==> src/rtl/afc_ncntr_pkg.sv <==
// afc_pkg: FSM state encodings and count width shared by the AFC counter and controller
package afc_pkg;
   localparam int AFC_CNT_W = 14;
   localparam logic [1:0] IDLE = 2'd0;
   localparam logic [1:0] COUNT = 2'd1;
   localparam logic [1:0] HOLD = 2'd2;
endpackage

==> src/rtl/afc_ncntr_if.sv <==
// afc_ncntr_if: counter control inputs and capture outputs between the AFC controller and the VCO counter
interface afc_ncntr_if import afc_pkg::*; #(parameter int CNT_W = AFC_CNT_W);
   logic afc_cntr_rstn;
   logic afc_cntr_en;
   logic afc_cntr_datasyn;
   logic vco_div;
   logic [CNT_W-1:0] a2d_afc_ncntr;
   logic ncntr_valid;
   logic ncntr_ovf;
   logic cnt_busy;
   modport master (
      output afc_cntr_rstn, afc_cntr_en, afc_cntr_datasyn, vco_div,
      input a2d_afc_ncntr, ncntr_valid, ncntr_ovf, cnt_busy
   );
   modport slave (
      input afc_cntr_rstn, afc_cntr_en, afc_cntr_datasyn, vco_div,
      output a2d_afc_ncntr, ncntr_valid, ncntr_ovf, cnt_busy
   );
endinterface

==> src/rtl/afc_ncntr_sync_edge.sv <==
// afc_sync_edge: synchronizes an asynchronous square wave and flags its rising edges in the clk domain
module afc_sync_edge #(
   parameter int SYNC_STAGES = 2
) (
   input  logic clk,
   input  logic rst,
   input  logic din,
   output logic edge_det
);
   logic [SYNC_STAGES-1:0] sync_q;
   logic hist_q;
   always_ff @(posedge clk or posedge rst) begin
      if (rst) begin
         sync_q <= '0;
         hist_q <= 1'b0;
      end else begin
         sync_q <= {sync_q[SYNC_STAGES-2:0], din};
         hist_q <= sync_q[SYNC_STAGES-1];
      end
   end
   assign edge_det = sync_q[SYNC_STAGES-1] & ~hist_q;
endmodule

==> src/rtl/afc_ncntr.sv <==
// afc_ncntr: counts divided-VCO rising edges inside the afc_cntr_en window and captures the count on request
module afc_ncntr import afc_pkg::*; #(
   parameter int CNT_W = AFC_CNT_W,
   parameter int SYNC_STAGES = 2
) (
   input logic clk,
   input logic rst,
   afc_ncntr_if.slave bus
);
   logic [1:0] state_q, state_d;
   logic [CNT_W-1:0] cnt_q, cnt_d, data_q, data_d;
   logic valid_q, valid_d, ovf_q, ovf_d;
   logic edge_det, inc, at_max, clr;
   afc_sync_edge #(.SYNC_STAGES(SYNC_STAGES)) u_sync (
      .clk(clk),
      .rst(rst),
      .din(bus.vco_div),
      .edge_det(edge_det)
   );
   assign clr = ~bus.afc_cntr_rstn;
   assign inc = (state_q == COUNT) && edge_det && bus.afc_cntr_en;
   assign at_max = &cnt_q;
   // capture takes the post-increment value so a request never lags the live count
   always_comb begin
      state_d = clr ? IDLE : bus.afc_cntr_en ? COUNT : (state_q == IDLE) ? IDLE : HOLD;
      cnt_d = clr ? '0 : cnt_q + CNT_W'(inc && !at_max);
      ovf_d = clr ? 1'b0 : ovf_q | (inc & at_max);
      valid_d = ~clr & bus.afc_cntr_datasyn;
      data_d = clr ? '0 : bus.afc_cntr_datasyn ? cnt_d : data_q;
   end
   always_ff @(posedge clk or posedge rst) begin
      if (rst) begin
         state_q <= IDLE;
         cnt_q <= '0;
         data_q <= '0;
         valid_q <= 1'b0;
         ovf_q <= 1'b0;
      end else begin
         state_q <= state_d;
         cnt_q <= cnt_d;
         data_q <= data_d;
         valid_q <= valid_d;
         ovf_q <= ovf_d;
      end
   end
   assign bus.a2d_afc_ncntr = data_q;
   assign bus.ncntr_valid = valid_q;
   assign bus.ncntr_ovf = ovf_q;
   assign bus.cnt_busy = (state_q == COUNT);
endmodule

==> src/flat_wrapper.sv <==
// flat-port wrapper written by rule: the top's interface ports become plain ports
module afc_ncntr_flat import afc_pkg::*;
#(
   parameter int CNT_W = AFC_CNT_W,
   parameter int SYNC_STAGES = 2
)
  (clk, rst, bus_afc_cntr_rstn, bus_afc_cntr_en, bus_afc_cntr_datasyn, bus_vco_div, bus_a2d_afc_ncntr, bus_ncntr_valid, bus_ncntr_ovf, bus_cnt_busy);
  afc_ncntr_if #(.CNT_W(CNT_W)) bus_i ();
  input logic clk;
  input logic rst;
  input wire logic [$bits(bus_i.afc_cntr_rstn)-1:0] bus_afc_cntr_rstn;
  input wire logic [$bits(bus_i.afc_cntr_en)-1:0] bus_afc_cntr_en;
  input wire logic [$bits(bus_i.afc_cntr_datasyn)-1:0] bus_afc_cntr_datasyn;
  input wire logic [$bits(bus_i.vco_div)-1:0] bus_vco_div;
  output wire logic [$bits(bus_i.a2d_afc_ncntr)-1:0] bus_a2d_afc_ncntr;
  output wire logic [$bits(bus_i.ncntr_valid)-1:0] bus_ncntr_valid;
  output wire logic [$bits(bus_i.ncntr_ovf)-1:0] bus_ncntr_ovf;
  output wire logic [$bits(bus_i.cnt_busy)-1:0] bus_cnt_busy;
  assign bus_i.afc_cntr_rstn = bus_afc_cntr_rstn;
  assign bus_i.afc_cntr_en = bus_afc_cntr_en;
  assign bus_i.afc_cntr_datasyn = bus_afc_cntr_datasyn;
  assign bus_i.vco_div = bus_vco_div;
  assign bus_a2d_afc_ncntr = bus_i.a2d_afc_ncntr;
  assign bus_ncntr_valid = bus_i.ncntr_valid;
  assign bus_ncntr_ovf = bus_i.ncntr_ovf;
  assign bus_cnt_busy = bus_i.cnt_busy;
  afc_ncntr #(.CNT_W(CNT_W), .SYNC_STAGES(SYNC_STAGES)) u_core (.clk(clk), .rst(rst), .bus(bus_i));
endmodule
==> config.mk <==
export PLATFORM = sky130hd
export DESIGN_NAME = afc_ncntr_flat
export DESIGN_NICKNAME = d
export VERILOG_FILES = /design/src/rtl/afc_ncntr_pkg.sv /design/src/rtl/afc_ncntr_if.sv /design/src/rtl/afc_ncntr_sync_edge.sv /design/src/rtl/afc_ncntr.sv /design/src/flat_wrapper.sv
export SDC_FILE = /design/constraint.sdc
export NUM_CORES = 1
export LEC_CHECK = 0
export BUFFER_PORTS_ARGS = -buffer_cell sky130_fd_sc_hd__buf_2
export CORE_ASPECT_RATIO = 1.75
export CORE_MARGIN = 4
export CORE_UTILIZATION = 35
export CTS_CLUSTER_DIAMETER = 150
export DETAILED_ROUTE_END_ITERATION = 16
export PLACE_DENSITY = 0.54
export SLEW_MARGIN = 20
export SYNTH_ARGS = -nofsm -noshare
export SYNTH_HDL_FRONTEND = slang
export SYNTH_HIERARCHICAL = 1
export SYNTH_SLANG_ARGS = --single-unit
==> constraint.sdc <==
create_clock -name clk -period 3 [get_ports clk]
set_input_delay 0 -clock clk [delete_from_list [all_inputs] [get_ports clk]]
set_output_delay 0 -clock clk [all_outputs]
set_load 0.02 [all_outputs]
# Yosys cells after proc, flatten, opt, wreduce, memory -nomap -nowiden

Index checks and enable logic that the tools add are counted.

Register bits after elaboration: 35
Input bits: 6
Word-level logic and storage cells: 28

Add/sub/neg operators: 1
Equal/unequal tests: 2
Multiplexer cells: 7
Bitwise operators: 5
Reductions and logical operators: 6

Operators with widths:

| cell               | number |
|---|---|
| $mux 14            | 3 |
| $add 14x1->14      | 1 |
| $reduce_and 14->1  | 1 |
| $mux 2             | 3 |
| $and 1x1->1        | 3 |
| $logic_and 1x1->1  | 3 |
| $eq 2x1->1 const B | 1 |
| $logic_not 2->1    | 1 |
| $ne 2x1->1 const B | 1 |
| $logic_not 1->1    | 1 |
| $mux 1             | 1 |
| $not 1->1          | 1 |
| $or 1x1->1         | 1 |

# Depth between registers and ports, before layout

Gate-level depths: netlist of the first run.

Word-level depth: 9
Depth in mapped cells: 9
Mapped depth without buffers: 9

# Cells and area by module

Netlist of the first run, hierarchy kept.

Modules (own cells, without submodules):

| module        | instances | cells an instance | area an instance (um^2) | sequential area each (um^2) |
|---|---|---|---|---|
| afc_ncntr     | 1         | 129               | 1425.1                  | 800.8 |
| afc_sync_edge | 1         | 5                 | 92.6                    | 75.1 |

# Worst setup path after synthesis of the first run

OpenSTA, ideal clock, no wires.

Kind: reg2reg
Start: reg u_core.state_q[1]
End: reg u_core.data_q[12], in the netlist u_core/bus.a2d_afc_ncntr[12]
Arrival time: 1978 ps
Setup slack: 885 ps
Stages on the path, launching flop included: 10
Path through: dfrtp_1 > nor2b_1 > nand3_1 > nor2_1 > ha_1 > ha_1 > nand2_1 > nor4_4 > xnor2_1 > a21oi_1

Longest elaborated chain between the ends: 8

RTL lines:

| item                            | RTL line           | source |
|---|---|---|
| start, declared                 | afc_ncntr.sv:10    | `logic [1:0] state_q, state_d;` |
| start signal, assigned          | afc_ncntr.sv:39    | `state_q <= state_d;` |
| $eq 2x1->1                      | -                  |  |
| via bus_cnt_busy                | flat_wrapper.sv:18 | `output wire logic [$bits(bus_i.cnt_busy)-1:0] bus_cnt_busy;` |
| $logic_and 1x1->1 (2 in series) | afc_ncntr.sv:21    | `assign inc = (state_q == COUNT) && edge_det && bus.afc_cntr_en;` |
| $logic_and 1x1->1               | afc_ncntr.sv:26    | `cnt_d = clr ? '0 : cnt_q + CNT_W'(inc && !at_max);` |
| $add 14x1->14                   | afc_ncntr.sv:26    |  |
| $mux 14                         | afc_ncntr.sv:26    |  |
| $mux 14 (2 in series)           | afc_ncntr.sv:29    | `data_d = clr ? '0 : bus.afc_cntr_datasyn ? cnt_d : data_q;` |
| end signal, assigned            | afc_ncntr.sv:41    | `data_q <= data_d;` |
| end, declared                   | afc_ncntr.sv:11    | `logic [CNT_W-1:0] cnt_q, cnt_d, data_q, data_d;` |

The timed path passes the listed nets, and every way through them passes these cells. The select of a mux whose other input is x is not followed.
A chain may end at the register's enable or synchronous reset.

# Worst setup path in the final report of the first run

Start: reg u_core.cnt_q[7]
End: reg u_core.data_q[10], in the netlist u_core/bus.a2d_afc_ncntr[10]

Longest elaborated chain between the ends: 7

RTL lines:

| item                      | RTL line        | source |
|---|---|---|
| start, declared           | afc_ncntr.sv:11 |  |
| start signal, assigned    | afc_ncntr.sv:40 | `cnt_q <= cnt_d;` |
| $reduce_and 14->1         | afc_ncntr.sv:22 | `assign at_max = &cnt_q;` |
| $logic_not 1->1           | afc_ncntr.sv:26 |  |
| $logic_and 1x1->1         | afc_ncntr.sv:26 |  |
| $add 14x1->14 (*)         | afc_ncntr.sv:26 |  |
| $mux 14 (*)               | afc_ncntr.sv:26 |  |
| $mux 14 (*) (2 in series) | afc_ncntr.sv:29 |  |

Every way passes the cells marked *; elsewhere a longest branch is shown, timed or not. The select of a mux whose other input is x is not followed.

==> results of run 1 <==
[worst max-delay path, cell delays in order (launching register included)]
cell,delay [ns]
dfrtp_1,0.42
nand4_1,0.19
nor4_1,0.42
nor2_1,0.13
ha_1,0.21
ha_1,0.22
nand2_1,0.17
nor3_1,0.10
xnor2_1,0.19
a21oi_1,0.09
[area by class of cell]
class	count	area, um2
tap	49	61.3
fill	397	2350
multi-input combinational	90	608
clock buffer	8	100
timing repair buffer	26	148
sequential	35	876
inverter	3	11.3
[power by group]
| group | switching (W) | internal [W] | total (W) | leakage, nW |
|---|---|---|---|---|
| logic | 0.0000408 | 0.0000223 | 0.0000631 | 0.353 |
| clock network | 0.000159 | 0.000209 | 0.000368 | 0.0515 |
| registers | 0.00000514 | 0.000483 | 0.000488 | 0.473 |
[through the flow]
stage	setup WS, ns	area, um2	hold WS [ns]	power [W]
6_report	0.731	1800	0.126	0.000920
5_1_grt	0.468	1800	0.141	0.000964
4_1_cts	0.691	1800	0.118	0.000938
3_5_place_dp	0.707	1670	-0.121	0.000560
3_3_place_gp	0.778	1670	-0.123	0.000559
2_1_floorplan	0.885	1520	-0.246	0.000538
[logic make-up (layout without fill, tap and decap cells)]
logic type	count (synthesis)	count (layout)	synth area share [%]
buffers and inverters	9	37	2.23
AND/OR/NAND/NOR	52	52	21.5
AO/OA/AOI/OAI	21	21	7.83
multiplexers	2	2	1.32
XOR/XNOR	12	12	6.93
adder cells (fa/ha/maj)	3	3	2.47
flip-flops	35	35	57.7
[registers in the layout, summed over array words and instances (netlist names)]
name                      flops
u_core/cnt_q                 14
u_core/state_q                2
u_core/u_sync/hist_q          1
u_core/bus.a2d_afc_ncntr     14
u_core/u_sync/sync_q          2
u_core/bus.ncntr_valid        1
u_core/bus.ncntr_ovf          1
[layout by cell type, fill, tap and decap left out, types with 4 or more instances in the layout]
cell / n
nor2b_1: 15
nor2_1: 5
nand3_1: 6
dfrtp_1: 35
buf_2: 22
nor3_1: 4
a21oi_1: 9
nand2_1: 8
clkbuf_8: 7
xnor2_1: 9
o21ai_0: 9
and2_1: 5
[routing by layer]
layer	GRT usage (%)	part of all wire, %	wire (um)
met3	4.07	3.6	106
met2	22.0	57	1660
met4	6.38	2.3	66
met5	0	0	0
met1	12.5	37	1100
[how the worst max path moves through the flow]
stage                                         to  cells after the start
floorplan           u_core/bus.a2d_afc_ncntr[12]                      9
global placement    u_core/bus.a2d_afc_ncntr[10]                      9
detailed placement  u_core/bus.a2d_afc_ncntr[10]                      9
CTS                 u_core/bus.a2d_afc_ncntr[10]                      9
global route        u_core/bus.a2d_afc_ncntr[10]                      9
finish              u_core/bus.a2d_afc_ncntr[10]                      9
==> impl_metrics.json, run 1 <==
{
  "fmax_mhz": 441,
  "ys_warn_count": 6,
  "synth_cell_type_count": 25,
  "synth_nets": 143,
  "status": "complete, no violations",
  "numCtsBuffers": 5,
  "grt_overflow_total": 0,
  "power_leakage_nw": 0.878,
  "area_growth_syn_to_layout_pct": 18.9,
  "gp_congestion": 0.838,
  "powerDensity_mw_per_mm2": 510,
  "clock_latency_ns": 0.28,
  "hold_path_class": "in -> async",
  "cts_max_level": 2,
  "vias_per_cell": 4.99,
  "num_vias": 1053,
  "cts_sinks": 35,
  "final_util_pct": 43.5,
  "synth-edff-count": 0,
  "dp_hpwl_um": 2100,
  "setup_violations": 0,
  "r2r-end": "u_core/bus.a2d_afc_ncntr[10]",
  "place_inst": 200,
  "cap_violations": 0,
  "start_kind": "flip-flop",
  "grt_pass1_vias": 1139,
  "die_h_um": 95.1,
  "initial_utilization_pct": 36.6,
  "worst_setup_path_end_kind": "flip-flop",
  "first_pass_iters": 4,
  "root_buffer": "clkbuf_8",
  "wl_per_cell_um": 13.9,
  "synth_common_cells": "dfrtp_1 (35), nor2b_1 (15), a21oi_1 (9), o21ai_0 (9), xnor2_1 (9)",
  "synth_area_leaders": "dfrtp_1 (58%), nor2b_1 (6.2%), xnor2_1 (5.2%), a21oi_1 (3.0%), o21ai_0 (3.0%)",
  "r2r_start": "u_core/cnt_q[7]",
  "grt_pass1_wl_um": 5090,
  "fin_skew_ns": 0.00300,
  "drtIter0Drc": 24,
  "cts_buffer_depth": 2,
  "arrival_ns": 2.42,
  "antenna_cells": 0,
  "synth_most_common_cell": "dfrtp_1",
  "layout.cells.non_filler": 211,
  "syn_inst": 134,
  "cp.required_ns": 3.15,
  "ys_seq_area_share_pct": 57.7,
  "maxSlewViolCount": 0,
  "slew-limit-headroom_pct": 69.5,
  "core_area_mm2": 0.00415,
  "grt_start_max_net_pins": 34,
  "final.period_utilization_pct": 75.6,
  "synthArstFlopShare_pct": 100,
  "cts_resized": 0,
  "rr_worst_depth": 9,
  "tightest_slew_ns": 0.457,
  "die_x_um": 57.8,
  "hold_buffers": 3,
  "die_area_mm2": 0.00550,
  "path_max_fanout": 5,
  "detail-route-antenna-nets": 0,
  "fin_setup_tns_ns": 0,
  "synth_top_area_share_pct": 57.7,
  "clkTransAtPathRegs_ns": 0.07,
  "drc": 0,
  "ios": 23,
  "cts_setup_buffers": 0,
  "avgSynthCellArea_um2": 11.3,
  "routed_wl_um": 2930,
  "num_rows": 31,
  "crit_type": "reg -> reg",
  "antenna_found_initial": 0,
  "drive_gt1_share_pct": 21.0,
  "io_buffers": 22,
  "gr-usage-all-layers_pct": 12.3,
  "rsz0062_at_grt": "false",
  "regToRegSetupSlack_ns": 0.73,
  "layout_min_cycle_time_ns": 2.27,
  "synth_ff_type": "dfrtp_1",
  "synth_seq_cells": 35,
  "finalHoldViolCount": 0,
  "tritoncts": "done",
  "startpoint": "u_core/cnt_q[7]",
  "yosys.area.top_type": "dfrtp_1",
  "syn-cell-area_mm2": 0.00152,
  "finalNetCount": 170,
  "vdd_ir_drop_max_mv": 0.337
}
(Power assumes the default switching activity.)
==> run 2, diff against run 1 <==
==> constraint.sdc (replaced) <==
create_clock -name clk -period 2.2 [get_ports clk]
set_input_delay 0 -clock clk [delete_from_list [all_inputs] [get_ports clk]]
set_output_delay 0 -clock clk [all_outputs]
set_load 0.02 [all_outputs]
==> run 2 against run 1 <==
  * Wire length rose by 7.8%
  * Non-clock buffer count rose by 10
  * Fmax rose by 11%
  * Critical endpoint is now u_core/bus.a2d_afc_ncntr[8]
  * Largest cell class unchanged
==> impl_metrics.json, run 2 (synthesis gave the netlist of run 1 again) <==
{
  "tightest_slew_ns": 0.457,
  "cp.required_ns": 2.36,
  "slew-limit-headroom_pct": 69.5,
  "grt_pass1_wl_um": 5550,
  "detail-route-antenna-nets": 0,
  "path_max_fanout": 5,
  "final.period_utilization_pct": 92.8,
  "fmax_mhz": 490,
  "drive_gt1_share_pct": 29.7,
  "setup_ws_ns": 0.159,
  "cts_max_level": 2,
  "core_area_mm2": 0.00415,
  "worst_setup_path_end_kind": "flip-flop",
  "drc": 0,
  "grt_start_max_net_pins": 34,
  "gp_congestion": 0.841,
  "hold_path_class": "in -> async",
  "finalNetCount": 180,
  "clkTransAtPathRegs_ns": 0.07,
  "status": "complete, no violations",
  "r2r_start": "u_core/cnt_q[2]",
  "cts_sinks": 35,
  "crit_chain": "nand4_1 -> nor4_2 -> nor2_1 -> ha_1 -> ha_2 -> nand2_4 -> buf_4 -> nor3_1 -> xnor2_1 -> a21oi_1",
  "power_leakage_nw": 0.952,
  "critPathSlowestCell": "dfrtp_2",
  "die_h_um": 95.1,
  "place_ws_ns": -0.0585,
  "regToRegSetupSlack_ns": 0.16,
  "powerDensity_mw_per_mm2": 704,
  "clock_latency_ns": 0.29,
  "vdd_ir_drop_max_mv": 0.475,
  "gr-usage-all-layers_pct": 13.7,
  "max_stage_delay_ns": 0.41,
  "holdWs_ns": 0.126,
  "initial_utilization_pct": 36.6,
  "finalPower_w": 0.00135,
  "num_vias": 1066,
  "finalHoldViolCount": 0,
  "r2r-end": "u_core/bus.a2d_afc_ncntr[8]",
  "layout_min_cycle_time_ns": 2.04,
  "fin_skew_ns": 0.00499,
  "arrival_ns": 2.20,
  "antenna_cells": 0,
  "cap_violations": 0,
  "grt_pass1_vias": 1148,
  "num_rows": 31,
  "area_growth_syn_to_layout_pct": 26.6,
  "die_x_um": 57.8,
  "crit_type": "reg -> reg",
  "grt_overflow_total": 0,
  "die_area_mm2": 0.00550,
  "layout_commonest_cell": "dfrtp_1",
  "numCtsBuffers": 5,
  "root_buffer": "clkbuf_8",
  "routed_wl_um": 3150,
  "rr_worst_depth": 10,
  "cts_buffer_depth": 2,
  "tritoncts": "done",
  "setup_violations": 0,
  "fill_cells": 394,
  "io_buffers": 22,
  "first_pass_iters": 4,
  "antenna_found_initial": 0,
  "dp_hpwl_um": 2170,
  "mostFrequentLayoutCells": "dfrtp_1 (34), buf_2 (22), nor2b_1 (14)",
  "start_kind": "flip-flop",
  "ios": 23,
  "wl_per_cell_um": 14.3,
  "maxSlewViolCount": 0,
  "drtIter0Drc": 14,
  "vias_per_cell": 4.82
}
-- run 2: per-stage QoR --
stage	instance area, um2	TNS, ns	instances	utilization (%)
global route	1920	-0.00159	221	46.3
detailed placement	1710	-0.0750	205	41.2
floorplan	1520	0	134	-
global placement	1710	0	205	41.2
CTS	1870	0	216	45.0
finish	1920	0	221	46.3
-- run 2: power breakdown --
part / total, W / internal (W) / switching [W]
clock network: 0.000600 / 0.000367 / 0.000234
logic: 0.0000879 / 0.0000315 / 0.0000564
registers: 0.000666 / 0.000658 / 0.00000751
-- run 2: layer usage --
metal	track usage, %	vias up	routed length (um)
li1	-	522	-
met1	14.9	521	1220
met2	23.6	17	1720
met3	3.79	6	106
met4	7.54	0	98
met5	0	-	0
-- run 2: area by class of cell --
cell class / instances / area (um2) / area share, %
multi-input combinational: 90 / 632 / 32.9
tap: 49 / 61.3 / 3.19
clock buffer: 6 / 82.6 / 4.30
sequential: 35 / 877 / 45.6
timing repair buffer: 36 / 223 / 11.6
clock inverter: 2 / 35.0 / 1.82
inverter: 3 / 11.3 / 0.586
-- run 2: worst max-delay path by stage --
stage	from	end	slack (ns)	cells past startpoint
after floorplan	u_core/state_q[1]	u_core/bus.a2d_afc_ncntr[12]	0.09	9
after global placement	u_core/cnt_q[8]	u_core/bus.a2d_afc_ncntr[10]	0.08	9
after detailed placement	u_core/cnt_q[8]	u_core/bus.a2d_afc_ncntr[10]	-0.06	9
after CTS	u_core/cnt_q[8]	u_core/bus.a2d_afc_ncntr[10]	0.04	9
after global routing	u_core/cnt_q[2]	u_core/bus.a2d_afc_ncntr[10]	-0.002	9
final	u_core/cnt_q[2]	u_core/bus.a2d_afc_ncntr[8]	0.16	10
-- run 2: timing repair --
action,in CTS,in global routing
pin swaps,0,5
hold buffers,3,0
gates cloned,0,0
endpoints found under the setup margin,5,15
hold endpoints to repair,38,0
buffers inserted,0,5
resized for setup,2,5
-- run 2: worst max-delay path: cells and delay by family (launching register included) --
family | cells | cell delay [ns]
buffers and inverters | 1 | 0.11
XOR/XNOR | 1 | 0.18
AO/OA/AOI/OAI | 1 | 0.09
flip-flops | 1 | 0.41
AND/OR/NAND/NOR | 5 | 0.72
adder cells (fa/ha/maj) | 2 | 0.39
==> run 3, diff against run 2 <==
--- a/config.mk
+++ b/config.mk
@@ -10,8 +10,10 @@
 export CORE_MARGIN = 4
 export CORE_UTILIZATION = 35
 export CTS_CLUSTER_DIAMETER = 150
+export CTS_CLUSTER_SIZE = 25
 export DETAILED_ROUTE_END_ITERATION = 16
 export PLACE_DENSITY = 0.54
+export RECOVER_POWER = 25
 export SLEW_MARGIN = 20
 export SYNTH_ARGS = -nofsm -noshare
 export SYNTH_HDL_FRONTEND = slang
==> run 3 against run 2 <==
  * Combinational power is 0.9% lower
  * Final area is 0.26% lower
  * Non-clock buffer count stayed put
  * Die area stayed put
  * Fmax hardly changed
  * Register-to-register slack hardly changed
  * Clock power hardly changed
  * Wire length stayed put
  * Sequential share of layout area is 0.12 points higher
  * Power hardly changed
  * Critical path type unchanged
==> impl_metrics.json, run 3 (synthesis gave the netlist of run 1 again) <==
{
  "cp.required_ns": 2.36,
  "detail-route-antenna-nets": 0,
  "die_x_um": 57.8,
  "tritoncts": "done",
  "drive_gt1_share_pct": 28.5,
  "ios": 23,
  "fin_setup_tns_ns": 0,
  "core_area_mm2": 0.00415,
  "multiInputGateArea_um2": 632,
  "arrival_ns": 2.20,
  "cap_violations": 0,
  "first_pass_iters": 4,
  "die_area_mm2": 0.00550,
  "grt_pass1_wl_um": 5550,
  "switching_share_pct": 22.1,
  "fill_cells": 394,
  "critPathBufInv": 1,
  "cts_sinks": 35,
  "final.period_utilization_pct": 92.8,
  "final_util_pct": 46.2,
  "critPathSlowestCell": "dfrtp_2",
  "placed_cell_area_mm2": 0.00171,
  "finalHoldViolCount": 0,
  "fin_area_mm2": 0.00192,
  "vias_per_cell": 4.82,
  "clkTransAtPathRegs_ns": 0.07,
  "io_buffers": 22,
  "seqPwrFrac_pct": 49.2,
  "crit_chain": "nand4_1 -> nor4_2 -> nor2_1 -> ha_1 -> ha_2 -> nand2_4 -> buf_4 -> nor3_1 -> xnor2_1 -> a21oi_1",
  "fin_skew_ns": 0.00410,
  "drtIter0Drc": 14,
  "powerDensity_mw_per_mm2": 706,
  "finalNetCount": 180,
  "clockPowerShare_pct": 44.4,
  "initial_utilization_pct": 36.6,
  "setup_ws_ns": 0.159,
  "drc": 0,
  "power_leakage_nw": 0.945,
  "status": "complete, no violations",
  "rr_worst_depth": 10,
  "crit_cells": 10,
  "maxSlewViolCount": 0,
  "finalPower_w": 0.00135,
  "crit_family": "simple AND/OR/NAND/NOR gates",
  "routed_wl_um": 3150,
  "start_kind": "flip-flop",
  "path_max_fanout": 5,
  "wl_per_cell_um": 14.3,
  "layout_min_cycle_time_ns": 2.04,
  "grt_start_max_net_pins": 34,
  "final-seq-area_um2": 877,
  "dp_hpwl_um": 2170,
  "hold_path_class": "in -> async",
  "fmax_mhz": 490,
  "gr-usage-all-layers_pct": 13.7,
  "place_ws_ns": -0.0585,
  "antenna_found_initial": 0,
  "cts_max_level": 2,
  "grt_pass1_vias": 1148,
  "layout_commonest_cell": "dfrtp_1",
  "die_h_um": 95.1,
  "crit_type": "reg -> reg",
  "power_frac_comb_pct": 6.4,
  "area_growth_syn_to_layout_pct": 26.3,
  "slew-limit-headroom_pct": 27.1,
  "max_stage_delay_ns": 0.41,
  "numCtsBuffers": 5,
  "clock_latency_ns": 0.29,
  "vdd_ir_drop_max_mv": 0.473,
  "cts_buffer_depth": 2,
  "worst_setup_path_end_kind": "flip-flop",
  "power.switching_w": 0.000299,
  "tightest_slew_ns": 1.09,
  "grt_overflow_total": 0,
  "gp_congestion": 0.841,
  "num_vias": 1066,
  "antenna_cells": 0,
  "root_buffer": "clkbuf_8",
  "setup_violations": 0,
  "num_rows": 31,
  "p_int_w": 0.00106,
  "mostFrequentLayoutCells": "dfrtp_1 (34), buf_2 (20), nor2b_1 (14)"
}
==> run 3: cell types whose count changed in the layout (fill, tap and decap cells not counted), sizes merged <==
cell,change
buf,-3
clkbuf,+3
==> run 3: path summary, 6_finish.rpt <==
check                      slack, ns               startpoint                           to
max in group asynchronous       1.17                      rst              u_core/cnt_q[2]
min in group clk                0.18     bus_afc_cntr_datasyn  u_core/bus.a2d_afc_ncntr[7]
min                             0.11                      rst         u_core/u_sync/hist_q
max reg2reg                     0.16          u_core/cnt_q[2]  u_core/bus.a2d_afc_ncntr[8]
min reg2reg                     0.36  u_core/u_sync/sync_q[0]      u_core/u_sync/sync_q[1]
max                             0.16          u_core/cnt_q[2]  u_core/bus.a2d_afc_ncntr[8]
==> run 3: timing repair <==
action,in CTS,in global routing
pin swaps,0,5
gates resized for setup,2,5
hold buffers,3,0
setup endpoints to repair,5,15
endpoints found under the hold margin,38,0
buffers inserted,0,5
==> run 3: layer usage <==
metal	GRT usage, %	up-vias	part of all wire, %
li1	-	522	-
met3	3.79	6	3.4
met4	7.54	0	3.1
met2	23.6	17	55
met5	0	-	0
met1	14.9	521	39
==> run 3: layout make-up <==
class	count	area share [%]
inverters	3	0.587
multi-input cells	90	33.0
repair buffers	36	11.4
clock buffers	6	4.31
clock inverters	2	1.83
well taps	49	3.20
flip-flops and latches	35	45.8
==> run 3: worst min-delay path, stage by stage <==
cell and delay, ns:
dlygate4sd3_1 0.53, clkbuf_1 0.10, inv_1 0.10
==> run 3: power groups by stage <==
stage | Combinational [W] | Sequential, W | Clock, W
after floorplan | 0.0000424 | 0.000691 | 0
after detailed placement | 0.0000852 | 0.000679 | 0
after global placement | 0.0000843 | 0.000677 | 0
after CTS | 0.0000897 | 0.000666 | 0.000619
after global routing | 0.0000989 | 0.000668 | 0.000654
final | 0.0000871 | 0.000666 | 0.000601
==> run 3: per-stage QoR <==
step                hold WS [ns]  std cells
finish                     0.112        221
global route               0.152        221
CTS                        0.119        216
detailed placement        -0.119        205
global placement          -0.125        205
floorplan                 -0.246        134
